===== src/rtl/mult_seq.sv =====
// Sequential 16x16 unsigned shift-and-add multiplier.
// Borrows the shared 16-bit ALU for each partial-product add (request/grant)
// and runs one bit per SHIFT cycle, so a multiply takes
// 16 + popcount(opB) + stall cycles before the DONE cycle.
module mult_seq (
    input  logic        clk,
    input  logic        rst,
    input  logic        start,
    input  logic [15:0] opA,
    input  logic [15:0] opB,
    output logic        busy,
    output logic        done,
    output logic [31:0] product,
    output logic        aluReq,
    input  logic        aluGnt,
    output logic [15:0] aluA,
    output logic [15:0] aluB,
    output logic [2:0]  aluOp,
    output logic        aluCin,
    output logic        aluInvA,
    output logic        aluInvB,
    output logic        aluSign,
    input  logic [15:0] aluOut,
    input  logic        aluOfl
);

    localparam int unsigned W  = 16;
    localparam int unsigned CW = 4;

    localparam logic [1:0] S_IDLE  = 2'd0;
    localparam logic [1:0] S_ADD   = 2'd1;
    localparam logic [1:0] S_SHIFT = 2'd2;
    localparam logic [1:0] S_DONE  = 2'd3;

    localparam logic [2:0]    ALU_OP_ADD = 3'h4;
    localparam logic [CW-1:0] CNT_LAST   = CW'(W - 1);

    logic [1:0]    state;
    logic [1:0]    state_nxt;
    logic [W-1:0]  m;
    logic [W-1:0]  p_hi;
    logic [W-1:0]  p_lo;
    logic          carry;
    logic [CW-1:0] cnt;
    logic [2*W:0]  acc_sh;

    // ALU operands come straight from the datapath registers; control is fixed to unsigned add
    assign aluA    = p_hi;
    assign aluB    = m;
    assign aluOp   = ALU_OP_ADD;
    assign aluCin  = 1'b0;
    assign aluInvA = 1'b0;
    assign aluInvB = 1'b0;
    assign aluSign = 1'b0;

    // {carry,p_hi,p_lo} shifted right by one, zero entering at the top
    assign acc_sh = {1'b0, carry, p_hi, p_lo[W-1:1]};

    // Next-state decode
    always_comb begin
        state_nxt = state;
        case (state)
            S_IDLE: begin
                if (start) begin
                    state_nxt = opB[0] ? S_ADD : S_SHIFT;
                end
            end
            S_ADD: begin
                if (aluGnt) begin
                    state_nxt = S_SHIFT;
                end
            end
            S_SHIFT: begin
                if (cnt == CNT_LAST) begin
                    state_nxt = S_DONE;
                end else if (p_lo[1]) begin
                    state_nxt = S_ADD;
                end else begin
                    state_nxt = S_SHIFT;
                end
            end
            S_DONE: begin
                state_nxt = S_IDLE;
            end
            default: begin
                state_nxt = S_IDLE;
            end
        endcase
    end

    // State register plus status outputs registered from the next-state decode
    always_ff @(posedge clk) begin
        if (!rst) begin
            state  <= S_IDLE;
            busy   <= 1'b0;
            done   <= 1'b0;
            aluReq <= 1'b0;
        end else begin
            state  <= state_nxt;
            busy   <= (state_nxt != S_IDLE);
            done   <= (state_nxt == S_DONE);
            aluReq <= (state_nxt == S_ADD);
        end
    end

    // Datapath: load on accept, take ALU sum on grant, shift one bit per SHIFT
    always_ff @(posedge clk) begin
        if (!rst) begin
            m       <= '0;
            p_hi    <= '0;
            p_lo    <= '0;
            carry   <= 1'b0;
            cnt     <= '0;
            product <= '0;
        end else begin
            case (state)
                S_IDLE: begin
                    if (start) begin
                        m     <= opA;
                        p_hi  <= '0;
                        p_lo  <= opB;
                        carry <= 1'b0;
                        cnt   <= '0;
                    end
                end
                S_ADD: begin
                    if (aluGnt) begin
                        p_hi  <= aluOut;
                        carry <= aluOfl;
                    end
                end
                S_SHIFT: begin
                    carry <= acc_sh[2*W];
                    p_hi  <= acc_sh[2*W-1:W];
                    p_lo  <= acc_sh[W-1:0];
                    // Counter parks at its last value; only a new start reloads it
                    if (cnt != CNT_LAST) begin
                        cnt <= cnt + CW'(1);
                    end else begin
                        product <= acc_sh[2*W-1:0];
                    end
                end
                default: begin
                end
            endcase
        end
    end

endmodule


===== config.mk =====
export PLATFORM = sky130hd
export DESIGN_NAME = mult_seq
export DESIGN_NICKNAME = d
export VERILOG_FILES = /design/src/rtl/mult_seq.sv
export SDC_FILE = /design/constraint.sdc
export NUM_CORES = 1
export LEC_CHECK = 0
export ABC_AREA = 1
export CAP_MARGIN = 10
export CORE_ASPECT_RATIO = 0.6
export CORE_MARGIN = 2
export CORE_UTILIZATION = 40
export DETAILED_ROUTE_END_ITERATION = 8
export PLACE_DENSITY = 0.72
export SYNTH_ARGS = -nofsm -noshare
export SYNTH_HDL_FRONTEND = slang
export SYNTH_SLANG_ARGS = --single-unit

===== constraint.sdc =====
create_clock -name clk -period 3.1 [get_ports clk]
set_clock_uncertainty 0.1 [all_clocks]
set_input_delay 0.465 -clock clk [delete_from_list [all_inputs] [get_ports clk]]
set_output_delay 0.465 -clock clk [all_outputs]
set_load 0.03 [all_outputs]

Word-level counts from Yosys, hierarchy flattened
Cells that the tools add are included.
{"block": "word_totals", "ff_bits": 90, "wordCells": 48, "out_inout_bits": 74}
{"block": "classes", "n_bitwise": 1, "eq_ne": 10, "mux": 17, "reduce_logical": 9, "add_sub_neg": 1}
{"operator": "$mux W16", "n": 3}
{"operator": "$pmux W16 S3", "n": 1}
{"operator": "$pmux W16 S2", "n": 1}
{"operator": "$mux W2", "n": 5}
{"operator": "$mux W4", "n": 2}
{"operator": "$pmux W2 S4", "n": 1}
{"operator": "$pmux W4 S2", "n": 1}
{"operator": "$eq A2 B2 Y1 const B", "n": 3}
{"operator": "$ne A2 B2 Y1 const B", "n": 3}
{"operator": "$reduce_and A2 Y1", "n": 3}
{"operator": "$reduce_and A3 Y1", "n": 2}
{"operator": "$add A4 B1 Y4 const B", "n": 1}
{"operator": "$eq A2 B1 Y1 const B", "n": 2}
{"operator": "$eq A4 B4 Y1 const B", "n": 1}
{"operator": "$ne A4 B4 Y1 const B", "n": 1}
{"operator": "$reduce_bool A2 Y1", "n": 2}
{"operator": "$pmux W1 S3", "n": 1}
{"operator": "$reduce_bool A3 Y1", "n": 1}
{"operator": "$logic_not A2 Y1", "n": 1}
{"operator": "$mux W1", "n": 2}
{"operator": "$not A1 Y1", "n": 1}

Logic depth before layout (Yosys ltp)
Gate-level depths: netlist of run 1.
{"block": "logic_depth", "depth_word": 4, "mapped_depth": 11}

Least setup slack after synthesis of run 1
Ideal clock, no wire load.
{"block": "synth_timing", "path_kind": "reg-to-reg", "start": "register state[0]", "end": "register product[22]", "arrival_ns": 1.392, "t_required_ns": 2.884, "setup_ns": 0.116, "slack_ns": 1.492, "synth_period_minus_slack_ns": 1.608, "path_stages_with_launch": 11, "cell_sequence": "dfxtp_1 > inv_1 > ha_1 > buf_4 > nand2_1 > inv_2 > nand2_2 > inv_2 > buf_4 > o21ai_0 > nor2_1"}
{"block": "synth_between", "elab_chain_cells": 2}
{"element": "start: declaration", "line": "38", "text": "logic [1:0] state;"}
{"element": "start signal: assignment", "line": "99", "text": "state <= state_nxt;"}
{"element": "$eq A2 B2 Y1", "line": "116", "text": "case (state)"}
{"element": "$reduce_and A2 Y1 (no line)"}
{"element": "end signal: assignment", "line": "140", "text": "product <= acc_sh[2*W-1:0];"}
{"element": "end: declaration", "line": "13", "text": "output logic [31:0] product,"}
Every way passes these cells.
A chain may end at the register's enable or synchronous reset.

Worst setup path in the final report of run 1
{"block": "layout_timing", "start": "register state[0]", "end": "register product[30]"}
The elaborated chain is that of the path after synthesis.

==> metrics.cfg, run 1 <==
[outcome]
outcome=finished clean

[synth]
synthSimpleGateAreaFrac_pct=23.3
synth_warnings=0
syn_inst=498
yosysSeqAreaShare_pct=48.4
synth_top_family_by_area=simple AND/OR/NAND/NOR gates
synth-xor-area-share_pct=0
synthAdderAreaFrac_pct=2.04
synthTopCellsByArea=dfxtp_1 48%, nor2_1 10%, nand2_1 9.5%
synth_top_area_cell=dfxtp_1
synth_most_common_cell=nor2_1
synth.area.mux_share_pct=0
synth_area_um2=3680
ys.flop_type=dfxtp_1
synth_edf_count=0
ys_top_cells_by_count=99 x nor2_1, 93 x nand2_1, 89 x dfxtp_1
synth-seq-cells=89
avgSynthCellArea_um2=7.39
synth_compound_area_share_pct=18.1
yosys.cell_types.count=24
synthArstFlopShare_pct=0
synth_top_area_share_pct=48.4

[detailed_routing]
drc_errors=0
postRouteAntennaNets=0
vias=3603
avgRoutedWirePerCell_um=14.2
drt-initial-drc-count=309
drtPass1Iterations=5
routed_via_density=4.99
routed_wl_mm=10.3

[die]
rows=27
die_area_um2=10000
initial_utilization_pct=40.7
core_area_um2=9050
die_h_um=78.3
io_pins=127
die_x_um=128

[power_and_ir_drop]
pwr-share-comb_pct=20.4
internal_power_mw=2.12
cellLeakagePower_nw=2.07
seqPwrFrac_pct=42.8
p_sw_mw=0.887
clock_power_share_pct=36.8
peakVddDrop_mv=0.343
netSwitchingFraction_pct=29.5
powerDensity_nw_per_um2=582

[sta]
fin_ws_ns=0.547
rsz0062_at_grt=false
setup-tns-final_ns=0
hold_violations=0
slew_violations=0
slew_headroom_pct=35.0
setup_viol=0
fmax_mhz=392
period_share_pct=82.4
worstMarginPinSlew_ns=0.974
finalWorstPathRequiredPeriod_ns=2.55

[flow_run]
cap_violations=0

[global_routing]
grt_start_max_net_pins=67
grt_pass1_wl_mm=16.6
grt_pass1_vias=3370
antenna_found_initial=0
overflow=0
grtUsageTotal_pct=20.9

[critical_path]
cp.required_ns=3.27
crit_type=reg -> reg
start_kind=flip-flop
cp.arrival_ns=2.72
cp_max_fo=35
setup.worst_path.end_class=flip-flop

[cells_and_area]
area.growth.synth_to_final_pct=40.2
nNetsFinal=660
fill_cells=836
n_antenna_cell=0
layout-drive-gt1-share_pct=5.45
final_cells=722

[place]
dpl.cell_count=706
place.gp.congestion=0.806
hpwl_mm=6.90
preCtsSetupSlack_ns=0.616
portBuffers=119

[clocking]
clk_latency_ns=0.34
clkSinkCount=89
htree_levels=3
cts_hold_buf=0
ctsResizeCount=0
clock-root-buffer=clkbuf_16
cts.clk_slew.worst_paths_ns=0.06
numCtsBuffers=9
cts_tree=yes
clockBufferDepth=2
cts_setup_buffers=0

[hold_path]
min_path_type=reg -> reg

## final timing paths
kind / startpoint / endpoint / slack, ns / cells past startpoint
hold reg to reg: aluB[14] / aluB[14] / 0.38 / 2
setup reg to reg: state[0] / product[30] / 0.55 / 9
setup / recovery: state[0] / product[30] / 0.55 / 9
hold / removal: aluB[14] / aluB[14] / 0.38 / 2
## layout make-up
| cell class | count | area (um^2) | area share [%] |
|---|---|---|---|
| sequential | 89 | 1780 | 34.5 |
| multi-input combinational | 357 | 1630 | 31.5 |
| timing repair buffer | 124 | 1220 | 23.7 |
| clock buffer | 12 | 256 | 4.97 |
| tap | 116 | 145 | 2.81 |
| inverter | 20 | 77.6 | 1.50 |
| clock inverter | 4 | 51.3 | 0.994 |
## sequential cells by signal (all words and copies together) (netlist names)
register and count:
done 1, product 32, aluReq 1, cnt 4, busy 1, p_lo 15, state 2, carry 1
aluB 16, aluA 16
## placed cells by master (no fill, tap or decap)
master	n
bufinv_16	1
clkbuf_8	2
dfxtp_1	89
o21bai_1	1
clkdlybuf4s50_1	118
nand4_1	1
inv_1	14
clkinv_1	1
nand3_1	20
inv_4	1
clkinv_2	1
a21oi_4	1
buf_4	5
nand2_1	93
a21oi_1	40
o21ai_1	5
inv_2	4
conb_1	7
a31oi_1	15
clkbuf_16	9
nor2_1	99
clkinvlp_4	1
buf_2	1
ha_1	6
clkbuf_1	1
o21ai_0	63
nand2_2	5
clkinv_4	1
o21ai_2	1
## metrics by stage
step | util (%) | cell area, um^2 | total power, mW | hold slack, ns
floorplan | - | 3700 | 1.71 | 0.337
global placement | 53.6 | 4850 | 1.90 | 0.352
detailed placement | 53.6 | 4850 | 1.91 | 0.375
CTS | 57.0 | 5160 | 3.02 | 0.387
global route | 57.0 | 5160 | 3.15 | 0.405
finish | 57.0 | 5160 | 3.00 | 0.384
## worst max-delay path, cell delays in order (launching register included)
cell and delay (ns):
dfxtp_1 0.35, inv_1 0.12, ha_1 0.22, buf_4 0.38, nand2_1 0.14, inv_2 0.07
nand2_2 0.28, inv_2 0.53, o21ai_0 0.16, a21oi_1 0.14
## power groups by stage
stage | Combinational [mW] | Clock (mW) | Sequential [mW]
after global placement | 0.598 | 0 | 1.31
after global routing | 0.674 | 1.18 | 1.29
final | 0.613 | 1.11 | 1.29
after floorplan | 0.330 | 0 | 1.38
after CTS | 0.610 | 1.13 | 1.28
after detailed placement | 0.606 | 0 | 1.31
## routing by layer
| layer | part of all wire [%] | track usage, % |
|---|---|---|
| met3 | 6.5 | 5.25 |
| met1 | 50 | 29.7 |
| met5 | 0 | 0 |
| met4 | 0.80 | 5.82 |
| met2 | 43 | 31.6 |
## logic make-up after synthesis
logic type	count (synthesis)
flops	89
buf+inv	57
compound gates	126
fa+ha+maj	6
simple gates	218
other cells	2
Power figures use the tool's default switching activity.
==> inputs of run 2 (changes only) <==
Settings changed: PLACE_DENSITY 0.72 to 0.75.
Clock period 3.1 ns to 2.1 ns, I/O delays scaled along.
==> run 2 against run 1 <==
  * First-iteration DRC count increased by 3.2%
  * Total power grew 47%
  * Clock power increased by 41%
  * Flip-flop and latch count did not move
  * Wire length grew 1.2%
  * Hold slack got worse by 0.0076 ns
  * Non-clock buffer count grew 9
  * Worst setup slack got worse by 0.32 ns
  * Critical endpoint is now aluA[0]
  * Utilization is 0.80 points higher
  * Combinational power increased by 59%
  * Design area is 1.4% higher
==> metrics.cfg, run 2 (synthesized netlist as in run 1, its figures left out) <==
[sta]
rsz0062_at_grt=false
hold_violations=0
finalWorstPathRequiredPeriod_ns=1.87
fin_ws_ns=0.228
period_share_pct=89.2
fmax_mhz=534
slew_headroom_pct=64.6
worstMarginPinSlew_ns=0.531
setup-tns-final_ns=0
setup_viol=0
whs_ns=0.377
slew_violations=0

[clocking]
htree_levels=3
clock-root-buffer=clkbuf_16
numCtsBuffers=9
cts.clk_slew.worst_paths_ns=0.06
clk_latency_ns=0.34
cts_tree=yes
cts_hold_buf=0
clockBufferDepth=2
clkSinkCount=89

[outcome]
outcome=finished clean

[global_routing]
antenna_found_initial=0
grt_pass1_vias=3424
global_route.usage.met3_pct=4.77
grt_start_max_net_pins=43
grtUsageTotal_pct=21.1
grt_util_met1_pct=29.9
overflow=0
busiest_layer=met2
gr-usage-met2_pct=32.1
grt_pass1_wl_mm=16.9

[detailed_routing]
postRouteAntennaNets=0
drc_errors=0
vias=3740
drt-initial-drc-count=319
routed_via_density=5.12
drtPass1Iterations=5
routed_wl_mm=10.4
avgRoutedWirePerCell_um=14.2

[critical_path]
timing.rr.end=product[0]
cp.arrival_ns=1.46
crit_type=reg -> out
crit_chain=clkdlybuf4s50_1
start_kind=flip-flop
crit_path_max_incr_delay_ns=0.71
critPathTopFamily=buffers and inverters
r2r_slack_ns=0.25
r2r_cells=8
cp.required_ns=1.68
slowest_stage=clkdlybuf4s50_1
setup.worst_path.end_class=output pin
critPathBufInv=1
cp_max_fo=4
worstReg2RegStart=state[0]

[die]
initial_utilization_pct=40.7
rows=27
die_h_um=78.3
die_x_um=128
core_area_um2=9050
die_area_um2=10000
io_pins=127

[cells_and_area]
fill_cells=817
layout-drive-gt1-share_pct=6.99
n_antenna_cell=0
final_cell_mix=118 x clkdlybuf4s50_1, 99 x nor2_1, 93 x nand2_1
top_register=product
area.growth.synth_to_final_pct=42.2
largest_reg_flops=32
nNetsFinal=669
final_cells=731
final_common_cell=clkdlybuf4s50_1

[place]
dpl.cell_count=715
preCtsSetupSlack_ns=0.170
place.gp.congestion=0.810
hpwl_mm=7.25
portBuffers=119

[hold_path]
min_path_type=in -> reg
hold_path_end=aluA[14]
hold_depth=4
hp-start=rst

[power_and_ir_drop]
powerDensity_nw_per_um2=845
cellLeakagePower_nw=2.12
power_mw=4.43
peakVddDrop_mv=0.516

[flow_run]
cap_violations=0

[run 2: changes by cell type in the layout (fill, tap and decap cells not counted)]
cell | before | now
buf_4 | 5 | 13
buf_12 | 0 | 1
bufinv_16 | 1 | 0
clkbuf_1 | 1 | 0
clkbuf_8 | 2 | 3
clkinv_2 | 1 | 2
o21ai_2 | 1 | 0
o21ai_4 | 0 | 1
[run 2: worst max-delay path by stage]
stage                   from          end  slack (ns)  cells past startpoint
floorplan           state[0]  product[22]        0.49                     10
global placement    state[0]       cnt[3]        0.26                      8
detailed placement  state[0]       cnt[3]        0.17                      7
CTS                 state[0]       cnt[3]        0.13                      7
global route        state[0]  product[20]        0.03                      8
finish               aluA[0]      aluA[0]        0.23                      1
[run 2: through the flow]
stage / util [%] / area [um^2]
2_1_floorplan: - / 3700
4_1_cts: 57.7 / 5230
3_5_place_dp: 54.5 / 4930
6_report: 57.8 / 5240
5_1_grt: 57.8 / 5240
3_3_place_gp: 54.5 / 4930
[run 2: final cells by class]
| type | instances | area (um^2) | share of cell area (%) |
|---|---|---|---|
| Inverter | 20 | 77.6 | 1.48 |
| Tap cell | 116 | 145 | 2.77 |
| Clock inverter | 4 | 26.3 | 0.502 |
| Multi-Input combinational cell | 357 | 1630 | 31.2 |
| Sequential cell | 89 | 1780 | 34.0 |
| Clock buffer | 12 | 267 | 5.09 |
| Timing Repair Buffer | 133 | 1300 | 24.9 |
[run 2: tightest hold or removal path, delay by kind of cell]
family / cells / cell delay [ns]
buf+inv: 3 / 0.39
compound gates: 1 / 0.06
[run 2: per-layer routing]
| metal | vias to the layer above | wire length (um) |
|---|---|---|
| met4 | 0 | 139 |
| met2 | 152 | 4460 |
| met1 | 1741 | 5010 |
| met3 | 10 | 793 |
| met5 | - | 0 |
| li1 | 1837 | - |
[run 2: power breakdown]
| group | total (mW) | internal [mW] | leakage (nW) | switching [mW] |
|---|---|---|---|---|
| combinational | 0.972 | 0.371 | 1.25 | 0.601 |
| sequential | 1.90 | 1.81 | 0.725 | 0.0833 |
| clock | 1.56 | 0.897 | 0.145 | 0.659 |
| total | 4.43 | 3.08 | 2.12 | 1.34 |
[run 2: what timing repair did]
| item | 4_1_cts | 5_1_grt |
|---|---|---|
| buffers inserted | 0 | 0 |
| gates resized for setup | 0 | 1 |
| setup endpoints to repair | 0 | 1 |
==> inputs of run 3 (changes only) <==
Settings changed: SLEW_MARGIN set to 0.
==> results of run 3 <==
The final DEF is identical to that of run 2; final timing and power are the same.
